## config.mk

```make
export PLATFORM = sky130hd
export DESIGN_NAME = banner_scroll_ctrl
export DESIGN_NICKNAME = d
export VERILOG_FILES = /design/src/rtl/banner_scroll_ctrl.sv
export SDC_FILE = /design/constraint.sdc
export NUM_CORES = 1
export LEC_CHECK = 0
export ABC_AREA = 0
export ABC_CLOCK_PERIOD_IN_PS = 3500
export CORE_ASPECT_RATIO = 1.25
export CORE_MARGIN = 2
export CORE_UTILIZATION = 45
export DETAILED_ROUTE_END_ITERATION = 10
export GPL_ROUTABILITY_DRIVEN = 1
export PLACE_DENSITY = 0.78
export REMOVE_ABC_BUFFERS = 1
export SLEW_MARGIN = 0
export SYNTH_ARGS = -nofsm -noshare
export SYNTH_HDL_FRONTEND = slang
export SYNTH_SLANG_ARGS = --single-unit
export TNS_END_PERCENT = 1
```

## constraint.sdc

```tcl
create_clock -name clk -period 3.5 [get_ports clk]
set_input_delay 1.05 -clock clk [delete_from_list [all_inputs] [get_ports clk]]
set_output_delay 1.05 -clock clk [all_outputs]
set_load 0.02 [all_outputs]
```

## src/rtl/banner_scroll_ctrl.sv

```systemverilog
// Walks a WINDOW-row slice of the banner ROM, starting at a wrapping scroll offset,
// and hands each row downstream over valid/ready; the offset steps once per frame.
module banner_scroll_ctrl #(
  parameter int ROWS   = 129,
  parameter int WIDTH  = 57,
  parameter int WINDOW = 16,
  localparam int IDX_W = $clog2(WINDOW)
) (
  input  logic             clk,
  input  logic             rst,
  input  logic             frame_tick,
  input  logic             pause,
  input  logic             dir,
  output logic [7:0]       rom_address,
  input  logic [WIDTH-1:0] rom_data,
  output logic [WIDTH-1:0] col_data,
  output logic [IDX_W-1:0] col_index,
  output logic             col_valid,
  input  logic             col_ready,
  output logic             frame_done,
  output logic             overrun,
  output logic [7:0]       offset
);

  typedef enum logic [1:0] {IDLE, FETCH, CAPTURE, SEND} state_t;

  state_t           r_state;
  state_t           w_state_nxt;
  logic [7:0]       r_rom_address;
  logic [WIDTH-1:0] r_col_data;
  logic [IDX_W-1:0] r_col_index;
  logic             r_col_valid;
  logic             r_frame_done;
  logic             r_overrun;
  logic [7:0]       r_offset;

  logic             w_hs;
  logic             w_last;
  logic [8:0]       w_addr_sum;
  logic [8:0]       w_addr_next;

  function automatic logic [7:0] f_next_offset(input logic [7:0] off, input logic d);
    if (d) return (off == 8'd0) ? 8'(ROWS - 1) : off - 8'd1;
    return (off == 8'(ROWS - 1)) ? 8'd0 : off + 8'd1;
  endfunction

  assign w_hs   = (r_state == SEND) && col_ready;
  assign w_last = (r_col_index == IDX_W'(WINDOW - 1));

  // Sum kept 9 bits wide so offset + index + 1 can exceed 255 before the wrap compare.
  assign w_addr_sum  = {1'b0, r_offset} + 9'(r_col_index) + 9'd1;
  assign w_addr_next = (w_addr_sum >= 9'(ROWS)) ? w_addr_sum - 9'(ROWS) : w_addr_sum;

  always_ff @(posedge clk) begin
    if (rst) r_state <= IDLE;
    else     r_state <= w_state_nxt;
  end

  always_comb begin
    w_state_nxt = r_state;
    case (r_state)
      IDLE:    if (frame_tick) w_state_nxt = FETCH;
      FETCH:   w_state_nxt = CAPTURE;
      CAPTURE: w_state_nxt = SEND;
      SEND:    if (col_ready) w_state_nxt = w_last ? IDLE : FETCH;
      default: w_state_nxt = IDLE;
    endcase
  end

  always_ff @(posedge clk) begin
    if (rst) begin
      r_rom_address <= 8'd0;
      r_col_data    <= '0;
      r_col_index   <= '0;
      r_col_valid   <= 1'b0;
      r_frame_done  <= 1'b0;
      r_overrun     <= 1'b0;
      r_offset      <= 8'd0;
    end else begin
      r_frame_done <= 1'b0;
      // A tick is only honoured from IDLE; anything else is flagged and dropped.
      r_overrun    <= frame_tick && (r_state != IDLE);
      case (r_state)
        IDLE: begin
          if (frame_tick) begin
            r_rom_address <= r_offset;
            r_col_index   <= '0;
          end
        end
        CAPTURE: begin
          r_col_data  <= rom_data;
          r_col_valid <= 1'b1;
        end
        SEND: begin
          if (w_hs) begin
            r_col_valid <= 1'b0;
            if (!w_last) begin
              r_col_index   <= r_col_index + IDX_W'(1);
              r_rom_address <= w_addr_next[7:0];
            end else begin
              r_frame_done <= 1'b1;
              if (!pause) r_offset <= f_next_offset(r_offset, dir);
            end
          end
        end
        default: ;
      endcase
    end
  end

  assign rom_address = r_rom_address;
  assign col_data    = r_col_data;
  assign col_index   = r_col_index;
  assign col_valid   = r_col_valid;
  assign frame_done  = r_frame_done;
  assign overrun     = r_overrun;
  assign offset      = r_offset;

endmodule

```

==> results.yml, run 1 <==
run_status:
  run_status: "completed"
setup_path:
  crit_path_end: "offset[4]"
  crit_path_launch_type: "register"
  worstPathArrival_ps: 1740
  crit_family: "buffers and inverters"
  required_ps: 2450
  crit_path_end_kind: "output pin"
  worstPathCellList: "clkdlybuf4s50_1"
  critPathKind: "reg2out"
  timing.reg2reg.setup_slack_ps: 790
  timing.critical_path.depth: 1
  ff2ff_path_depth: 9
  worstReg2RegEnd: "rom_address[3]"
  worst_setup_path_startpoint: "offset[4]"
  crit_path_top_delay_cell: "sky130_fd_sc_hd__clkdlybuf4s50_1"
  crit-reg2reg-launch: "offset[2]"
  worstPathMaxFanout: 15
  slowest_delay_ps: 710
  worst-path-buf-inv: 1
placement:
  dp.final_hpwl_um: 8160
  port_buffers: 142
  placedInstanceArea_sq_um: 5390
  place.gp.congestion: 0.865
power_and_ir_drop:
  power_frac_clock: 0.205
  power.leakage_nw: 1.96
  peak_supply_drop_mv: 0.314
  power.combinational.fraction: 0.399
  power.sequential.fraction: 0.396
  p_int_mw: 1.95
  p_switching_mw: 1.01
  proportion_of_total_power_due_to_net_switching: 0.341
  power.total_mw: 2.97
  powerDensity_nw_per_um2: 533
die:
  core_region_area_sq_um: 8560
  floorplan.rows: 38
  die_area_sq_um: 9450
  fp.dieW_um: 87.3
  die_height_um: 108
  io-pin-count: 143
  initial_utilization: 0.456
route:
  drt_drc_violations_left: 0
  drt_first_pass_iters: 4
  drt_wl_total_um: 11000
  initialDrtViolationCount: 119
  vias: 3656
  postRouteAntennaNets: 0
  post_detailed_route_via_to_cell_ratio: 5.47
  detail_route.wl_per_cell_um: 16.4
logic_synthesis:
  most_instantiated_cells_after_synthesis: "sky130_fd_sc_hd__dfxtp_1, sky130_fd_sc_hd__nor2_1, sky130_fd_sc_hd__mux2i_1"
  post_synth_edffs: 0
  syn-cell-area_sq_um: 3910
  synth_cells: 433
  ys_seq_elements: 82
  synth_seq_area_share: 0.420
  synth_top_area_share: 0.420
  asyncSetResetFlopFracSynth: 0
  synth.largest_area_cell: "sky130_fd_sc_hd__dfxtp_1"
  ys_warn_count: 0
  synth_area_leaders: "sky130_fd_sc_hd__dfxtp_1, sky130_fd_sc_hd__mux2i_1, sky130_fd_sc_hd__nor2_1"
  synth.avg_cell_area_sq_um: 9.02
  most_instantiated_library_cell_after_synthesis: "sky130_fd_sc_hd__dfxtp_1"
  synth.lib_cells_used.distinct: 49
  ys.flop_type: "sky130_fd_sc_hd__dfxtp_1"
clock_tree:
  clock_sinks: 82
  tritoncts: "built"
  cts-htree-levels: 3
  clkSlewWorstSetupHoldPaths_ps: 80
  clk-insertion-delay-late_ps: 350
  cts_inserted_buffers: 9
  post_cts.resized_instances: 0
  cts_setup_buffers: 0
  cts_root_buffer: "sky130_fd_sc_hd__clkbuf_8"
  cts.hold.buffers_added: 0
  max-clock-path-buffers: 2
layout:
  area_delta_synth_final_pct: 42.4
  final_area_sq_um: 5560
  antenna_cells: 0
  final_layout_size_suffix_gt1_frac: 0.0563
  nets: 640
timing:
  slew_violations: 0
  tightestPinTransition_ps: 988
  achievable-frequency_mhz: 358
  rsz0062_at_grt: "no"
  timing_hold_violations_final: 0
  fin_worst_skew_ps: 10.9
  layout_min_cycle_time_ps: 2790
  relSlewSlack: 0.341
  finalSetupViolCount: 0
  final_period_util: 0.797
  totalNegativeSetupSlack_ps: 0
min_path:
  timing.hold.worst.class: "reg2reg"
  worst_hold_startpoint: "col_data[24]"
global_routing:
  grt_start_max_net_pins: 68
  gr-usage-all-layers: 0.232
  first_pass_grt_wire_length_um: 17100
  antenna_violations_before_repair: 0
  globalRoute.totalOverflow: 0
  grt_pass1_vias: 3473
run:
  max_cap_violations: 0
## cells by family after synthesis
group,share of synthesized area
fa+ha+maj,0.0416
simple gates,0.181
mux,0.154
buf+inv,0.0368
xor+xnor,0.0247
flops,0.420
compound gates,0.142
## cell usage in the layout, fill, tap and decap left out, types with 6 or more instances in the layout
cell | Yosys | routed
sky130_fd_sc_hd__a21oi_1 | 20 | 20
sky130_fd_sc_hd__inv_1 | 8 | 8
sky130_fd_sc_hd__clkdlybuf4s50_1 | 0 | 141
sky130_fd_sc_hd__buf_4 | 0 | 6
sky130_fd_sc_hd__nand3_1 | 9 | 9
sky130_fd_sc_hd__mux2i_1 | 59 | 59
sky130_fd_sc_hd__or3_1 | 6 | 6
sky130_fd_sc_hd__and2_1 | 6 | 6
sky130_fd_sc_hd__o21ai_0 | 6 | 6
sky130_fd_sc_hd__xor2_1 | 6 | 6
sky130_fd_sc_hd__nand2_1 | 15 | 15
sky130_fd_sc_hd__nor3b_1 | 6 | 6
sky130_fd_sc_hd__nor2_1 | 79 | 79
sky130_fd_sc_hd__nor3_1 | 11 | 11
sky130_fd_sc_hd__ha_1 | 13 | 12
sky130_fd_sc_hd__clkbuf_8 | 0 | 11
sky130_fd_sc_hd__dfxtp_1 | 82 | 82
sky130_fd_sc_hd__a22oi_1 | 10 | 10
sky130_fd_sc_hd__o22ai_1 | 10 | 10
## worst min-delay path by stage
stage / endpoint / depth (start not counted)
6_report: col_data[24] / 2
2_1_floorplan: r_state[0] / 2
3_5_place_dp: col_data[46] / 2
3_3_place_gp: col_data[11] / 2
5_1_grt: col_data[9] / 2
4_1_cts: col_data[15] / 2
## power by group through the flow
stage	combinational [mW]	clock [mW]	sequential, mW
3_3_place_gp	1.16	0	1.19
4_1_cts	1.19	0.629	1.18
3_5_place_dp	1.19	0	1.20
6_report	1.18	0.610	1.17
2_1_floorplan	0.557	0	1.36
5_1_grt	1.27	0.660	1.19
## per-stage QoR
stage	cells	utilization	hold slack, ps	setup WS, ps
5_1_grt	668	0.650	517	482
4_1_cts	668	0.650	500	702
6_report	668	0.650	494	709
2_1_floorplan	405	-	508	650
3_5_place_dp	653	0.630	481	577
3_3_place_gp	653	0.630	471	689
## per-layer routing
metal / GRT usage / vias up / part of all wire
met2: 0.399 / 130 / 0.49
met4: 0.0725 / 0 / 0.011
met1: 0.269 / 1712 / 0.42
li1: - / 1803 / -
met5: 0 / - / 0
met3: 0.0779 / 11 / 0.078
## final cells by class
cell class              instances  area, sq um
fillers                       715         3000
clock inverters                 2         12.5
repair buffers                148         1460
clock buffers                  13          159
flip-flops and latches         82         1640
well taps                     100          125
multi-input cells             315         2130
inverters                       8         30.0
## flip-flops by register name, summed over array words and instances, names as in the netlist
register	cells
col_data	57
col_index	4
col_valid	1
frame_done	1
offset	8
overrun	1
r_state	2
rom_address	8
(Power assumes the default switching activity.)
==> run 2: changes to the inputs <==
--- a/config.mk
+++ b/config.mk
@@ -6,7 +6,7 @@
 export NUM_CORES = 1
 export LEC_CHECK = 0
 export ABC_AREA = 0
-export ABC_CLOCK_PERIOD_IN_PS = 3500
+export ABC_CLOCK_PERIOD_IN_PS = 2600
 export CORE_ASPECT_RATIO = 1.25
 export CORE_MARGIN = 2
 export CORE_UTILIZATION = 45
==> constraint.sdc (replaced) <==
create_clock -name clk -period 2.6 [get_ports clk]
set_input_delay 0.78 -clock clk [delete_from_list [all_inputs] [get_ports clk]]
set_output_delay 0.78 -clock clk [all_outputs]
set_load 0.02 [all_outputs]
==> results.yml, run 2 (synthesized netlist as in run 1, its figures left out) <==
run_status:
  run_status: "completed"
global_routing:
  first_pass_grt_wire_length_um: 17300
  gr-usage-all-layers: 0.236
  grt_pass1_vias: 3505
  globalRoute.totalOverflow: 0
  antenna_violations_before_repair: 0
  grt_start_max_net_pins: 40
timing:
  tightestPinTransition_ps: 505
  relSlewSlack: 0.664
  final_period_util: 0.941
  layout_min_cycle_time_ps: 2450
  fin_worst_skew_ps: 7.65
  rsz0062_at_grt: "no"
  slew_violations: 0
  achievable-frequency_mhz: 409
  finalSetupViolCount: 0
  timing_hold_violations_final: 0
layout:
  final_cell_count_no_fill: 683
  nets: 654
  largest_register_ff_count: 57
  layout.cells.most_common: "sky130_fd_sc_hd__clkdlybuf4s50_1"
  final_core_util: 0.670
  final_layout_size_suffix_gt1_frac: 0.0943
  final_area_sq_um: 5730
  area_delta_synth_final_pct: 46.7
  antenna_cells: 0
  mostFrequentLayoutCells: "sky130_fd_sc_hd__clkdlybuf4s50_1, sky130_fd_sc_hd__dfxtp_1, sky130_fd_sc_hd__nor2_1, sky130_fd_sc_hd__mux2i_1, sky130_fd_sc_hd__a21oi_1"
min_path:
  worst_hold_startpoint: "col_data[20]"
  min_to: "col_data[20]"
  timing.hold.worst.class: "reg2reg"
  worstHoldPathCells: 2
setup_path:
  crit_path_top_delay_cell: "sky130_fd_sc_hd__dfxtp_2"
  worstPathMaxFanout: 7
  slowest_delay_ps: 370
  required_ps: 2830
  timing.reg2reg.setup_slack_ps: 150
  crit-reg2reg-launch: "col_index[3]"
  worstPathArrival_ps: 2680
  crit_path_end_kind: "register"
  cpMostUsedCell: "sky130_fd_sc_hd__o211a_1"
  crit_path_launch_type: "register"
  ff2ff_path_depth: 9
  critPathKind: "reg2reg"
  worstReg2RegEnd: "rom_address[3]"
  worstPathCellList: "ha_2 > or2_0 > and4b_2 > nor3_4 > o41a_1 > o211a_1 > o211a_1 > xor2_1 > o22ai_1"
  worst_setup_path_startpoint: "col_index[3]"
clock_tree:
  cts.hold.buffers_added: 0
  cts_root_buffer: "sky130_fd_sc_hd__clkbuf_8"
  post_cts.resized_instances: 0
  clock_sinks: 82
  cts-htree-levels: 3
  cts_inserted_buffers: 9
  max-clock-path-buffers: 2
  cts_setup_buffers: 0
  clk-insertion-delay-late_ps: 360
  tritoncts: "built"
  clkSlewWorstSetupHoldPaths_ps: 80
route:
  drt_wl_total_um: 11200
  post_detailed_route_via_to_cell_ratio: 5.49
  postRouteAntennaNets: 0
  initialDrtViolationCount: 135
  drt_first_pass_iters: 5
  drt_drc_violations_left: 0
  detail_route.wl_per_cell_um: 16.4
  vias: 3749
die:
  initial_utilization: 0.456
  floorplan.rows: 38
  io-pin-count: 143
  fp.dieW_um: 87.3
  die_height_um: 108
  die_area_sq_um: 9450
  core_region_area_sq_um: 8560
power_and_ir_drop:
  proportion_of_total_power_due_to_net_switching: 0.340
  power.sequential.fraction: 0.378
  powerDensity_nw_per_um2: 728
  power.leakage_nw: 2.04
  power.combinational.fraction: 0.400
  p_switching_mw: 1.42
  peak_supply_drop_mv: 0.287
  p_int_mw: 2.75
  power_frac_clock: 0.222
placement:
  dp.final_hpwl_um: 8450
  place.gp.congestion: 0.941
  placedInstanceArea_sq_um: 5510
  placed_cells: 667
  port_buffers: 142
run:
  max_cap_violations: 0
## run 2: changes by cell type in the layout (fill, tap and decap cells not counted), moves of 2 or more
cell | before | now
sky130_fd_sc_hd__dfxtp_2 | 0 | 2
sky130_fd_sc_hd__buf_4 | 6 | 19
sky130_fd_sc_hd__dfxtp_1 | 82 | 80
sky130_fd_sc_hd__ha_2 | 0 | 4
sky130_fd_sc_hd__ha_1 | 12 | 8
## run 2: how the worst max path moves through the flow
stage	end	slack (ps)	cells after the start
CTS	offset[4]	70	1
detailed placement	rom_address[3]	120	9
finish	rom_address[3]	150	9
global placement	rom_address[3]	170	9
global route	rom_address[3]	7	10
floorplan	col_valid	-250	4
## run 2: area by class of cell
cell class | instances | area (sq um)
Clock buffer | 12 | 145
Clock inverter | 4 | 51.3
Fill cell | 693 | 2830
Inverter | 8 | 30.0
Multi-Input combinational cell | 315 | 2160
Sequential cell | 82 | 1640
Tap cell | 100 | 125
Timing Repair Buffer | 162 | 1580
## run 2: critical path: cells and delay by family (launching register included)
family | cells | cell delay (ps)
AO/OA/AOI/OAI | 4 | 870
XOR/XNOR | 1 | 130
adder cells (fa/ha/maj) | 1 | 310
flip-flops | 1 | 370
AND/OR/NAND/NOR | 3 | 640
## run 2: through the flow
stage	hold WS, ps	setup WS [ps]	setup TNS (ps)	power, mW
CTS	500	66.7	0	4.20
floorplan	508	-250	-14000	2.59
global route	523	7.12	0	4.39
detailed placement	480	122	0	3.27
finish	494	153	0	4.17
global placement	473	166	0	3.23
## run 2: layer usage
layer	track usage	vias up	part of all wire
met3	0.0618	11	0.088
li1	-	1839	-
met4	0.109	0	0.014
met5	0	-	0
met2	0.402	165	0.49
met1	0.274	1734	0.41
## run 2: power by group through the flow
stage	logic [mW]	registers, mW	clock network, mW
floorplan	0.750	1.84	0
global placement	1.64	1.59	0
detailed placement	1.67	1.61	0
CTS	1.67	1.58	0.943
global route	1.78	1.60	1.00
finish	1.67	1.58	0.926
==> run 3: changes to the inputs <==
--- a/config.mk
+++ b/config.mk
@@ -8,7 +8,6 @@
 export ABC_AREA = 0
 export ABC_CLOCK_PERIOD_IN_PS = 2600
 export CORE_ASPECT_RATIO = 1.25
-export CORE_MARGIN = 2
 export CORE_UTILIZATION = 45
 export DETAILED_ROUTE_END_ITERATION = 10
 export GPL_ROUTABILITY_DRIVEN = 1
==> results.yml, run 3 (synthesized netlist as in run 1, its figures left out) <==
run_status:
  run_status: "finished with violations"
  failing_checks: "DRC"
setup_path:
  worstPathMaxFanout: 13
  ff2ff_path_depth: 9
  worst-path-buf-inv: 1
  crit_path_top_delay_cell: "sky130_fd_sc_hd__clkdlybuf4s50_1"
  crit_path_launch_type: "register"
  slowest_delay_ps: 710
  worst_setup_path_startpoint: "offset[5]"
  crit_path_end_kind: "output pin"
  timing.reg2reg.setup_slack_ps: 100
  crit_family: "buffers and inverters"
  worstReg2RegEnd: "rom_address[3]"
  worstPathArrival_ps: 1720
  worstPathCellList: "clkdlybuf4s50_1"
  critPathKind: "reg2out"
  crit-reg2reg-launch: "col_index[3]"
  required_ps: 1820
power_and_ir_drop:
  power.leakage_nw: 2.03
  powerDensity_nw_per_um2: 711
  power.total_mw: 4.05
  peak_supply_drop_mv: 0.308
layout:
  nets: 652
  largest_register_ff_count: 57
  seqCellArea_sq_um: 1640
  fill_cells: 670
  layout.cells.most_common: "sky130_fd_sc_hd__clkdlybuf4s50_1"
  multi_input_area_sq_um: 2150
  final_cell_count_no_fill: 678
  mostFrequentLayoutCells: "sky130_fd_sc_hd__clkdlybuf4s50_1, sky130_fd_sc_hd__dfxtp_1, sky130_fd_sc_hd__nor2_1, sky130_fd_sc_hd__mux2i_1, sky130_fd_sc_hd__a21oi_1"
  area_delta_synth_final_pct: 45.8
  antenna_cells: 0
  final_layout_size_suffix_gt1_frac: 0.0878
global_routing:
  first_pass_grt_wire_length_um: 17500
  grt_start_max_net_pins: 83
  gr-usage-all-layers: 0.247
  grt_pass1_vias: 3659
  antenna_violations_before_repair: 0
  globalRoute.totalOverflow: 0
die:
  floorplan.rows: 37
  io-pin-count: 143
  die_height_um: 106
  die_area_sq_um: 9060
  core_region_area_sq_um: 8330
  fp.dieW_um: 85.3
  initial_utilization: 0.469
placement:
  port_buffers: 142
  place.gp.congestion: 0.999
  placed_cells: 662
  dp.final_hpwl_um: 8230
route:
  post_detailed_route_via_to_cell_ratio: 5.47
  drt_drc_violations_left: 1
  vias: 3707
  postRouteAntennaNets: 0
  detail_route.wl_per_cell_um: 16.3
  drt_wl_total_um: 11100
  initialDrtViolationCount: 153
  drt_first_pass_iters: 7
clock_tree:
  clock_sinks: 82
  max-clock-path-buffers: 2
  post_cts.resized_instances: 0
  cts.hold.buffers_added: 0
  cts-htree-levels: 3
  clkSlewWorstSetupHoldPaths_ps: 80
  cts_setup_buffers: 0
  cts_inserted_buffers: 9
  clk-insertion-delay-late_ps: 350
  cts_root_buffer: "sky130_fd_sc_hd__clkbuf_8"
  tritoncts: "built"
timing:
  relSlewSlack: 0.639
  fin_worst_skew_ps: 4.86
  layout_min_cycle_time_ps: 2500
  whs_ps: 495
  final_period_util: 0.963
  rsz0062_at_grt: "yes"
  tightestPinTransition_ps: 541
  achievable-frequency_mhz: 400
  timing_hold_violations_final: 0
  finalSetupViolCount: 0
  slew_violations: 0
min_path:
  worstHoldPathCells: 2
  worst_hold_startpoint: "col_data[56]"
  timing.hold.worst.class: "reg2reg"
  min_to: "col_data[56]"
run:
  max_cap_violations: 0
==> run 3: cell types whose count changed in the layout (fill, tap and decap cells not counted), sizes merged <==
cell / delta
bufinv: -1
buf: -2
clkbuf: -2
clkinvlp: +3
==> run 3: metal layers <==
metal  GRT usage  wire, um  vias to the layer above
met3      0.0707       869                       25
met1       0.269      4500                     1710
met4       0.127       326                        0
li1            -         -                     1829
met2       0.433      5380                      143
met5           0         0                        -
==> run 3: metrics by stage <==
| stage | setup WS, ps | instance area [sq um] | TNS [ps] | util |
|---|---|---|---|---|
| 2_1_floorplan | -250 | 3790 | -14000 | - |
| 3_3_place_gp | 173 | 5500 | 0 | 0.660 |
| 3_5_place_dp | 104 | 5500 | 0 | 0.660 |
| 4_1_cts | 75.0 | 5670 | 0 | 0.681 |
| 5_1_grt | -40.0 | 5700 | -86.8 | 0.683 |
| 6_report | 97.0 | 5700 | 0 | 0.683 |
==> run 3: final cells by class <==
class,instances,share of cell area
timing repair buffer,160,0.277
inverter,8,0.00527
clock inverter,6,0.00769
clock buffer,10,0.0224
tap,97,0.0213
multi-input combinational,315,0.378
sequential,82,0.288
==> run 3: power breakdown <==
part | switching (mW) | internal, mW
Combinational | 0.852 | 0.815
Sequential | 0.110 | 1.47
Clock | 0.462 | 0.346
==> run 3: how the worst max path moves through the flow <==
stage	endpoint	cells after the start	slack, ps
floorplan	col_valid	4	-250
global placement	rom_address[3]	9	170
detailed placement	rom_address[3]	9	100
CTS	offset[4]	1	80
global route	rom_address[3]	9	-40
finish	offset[5]	1	100
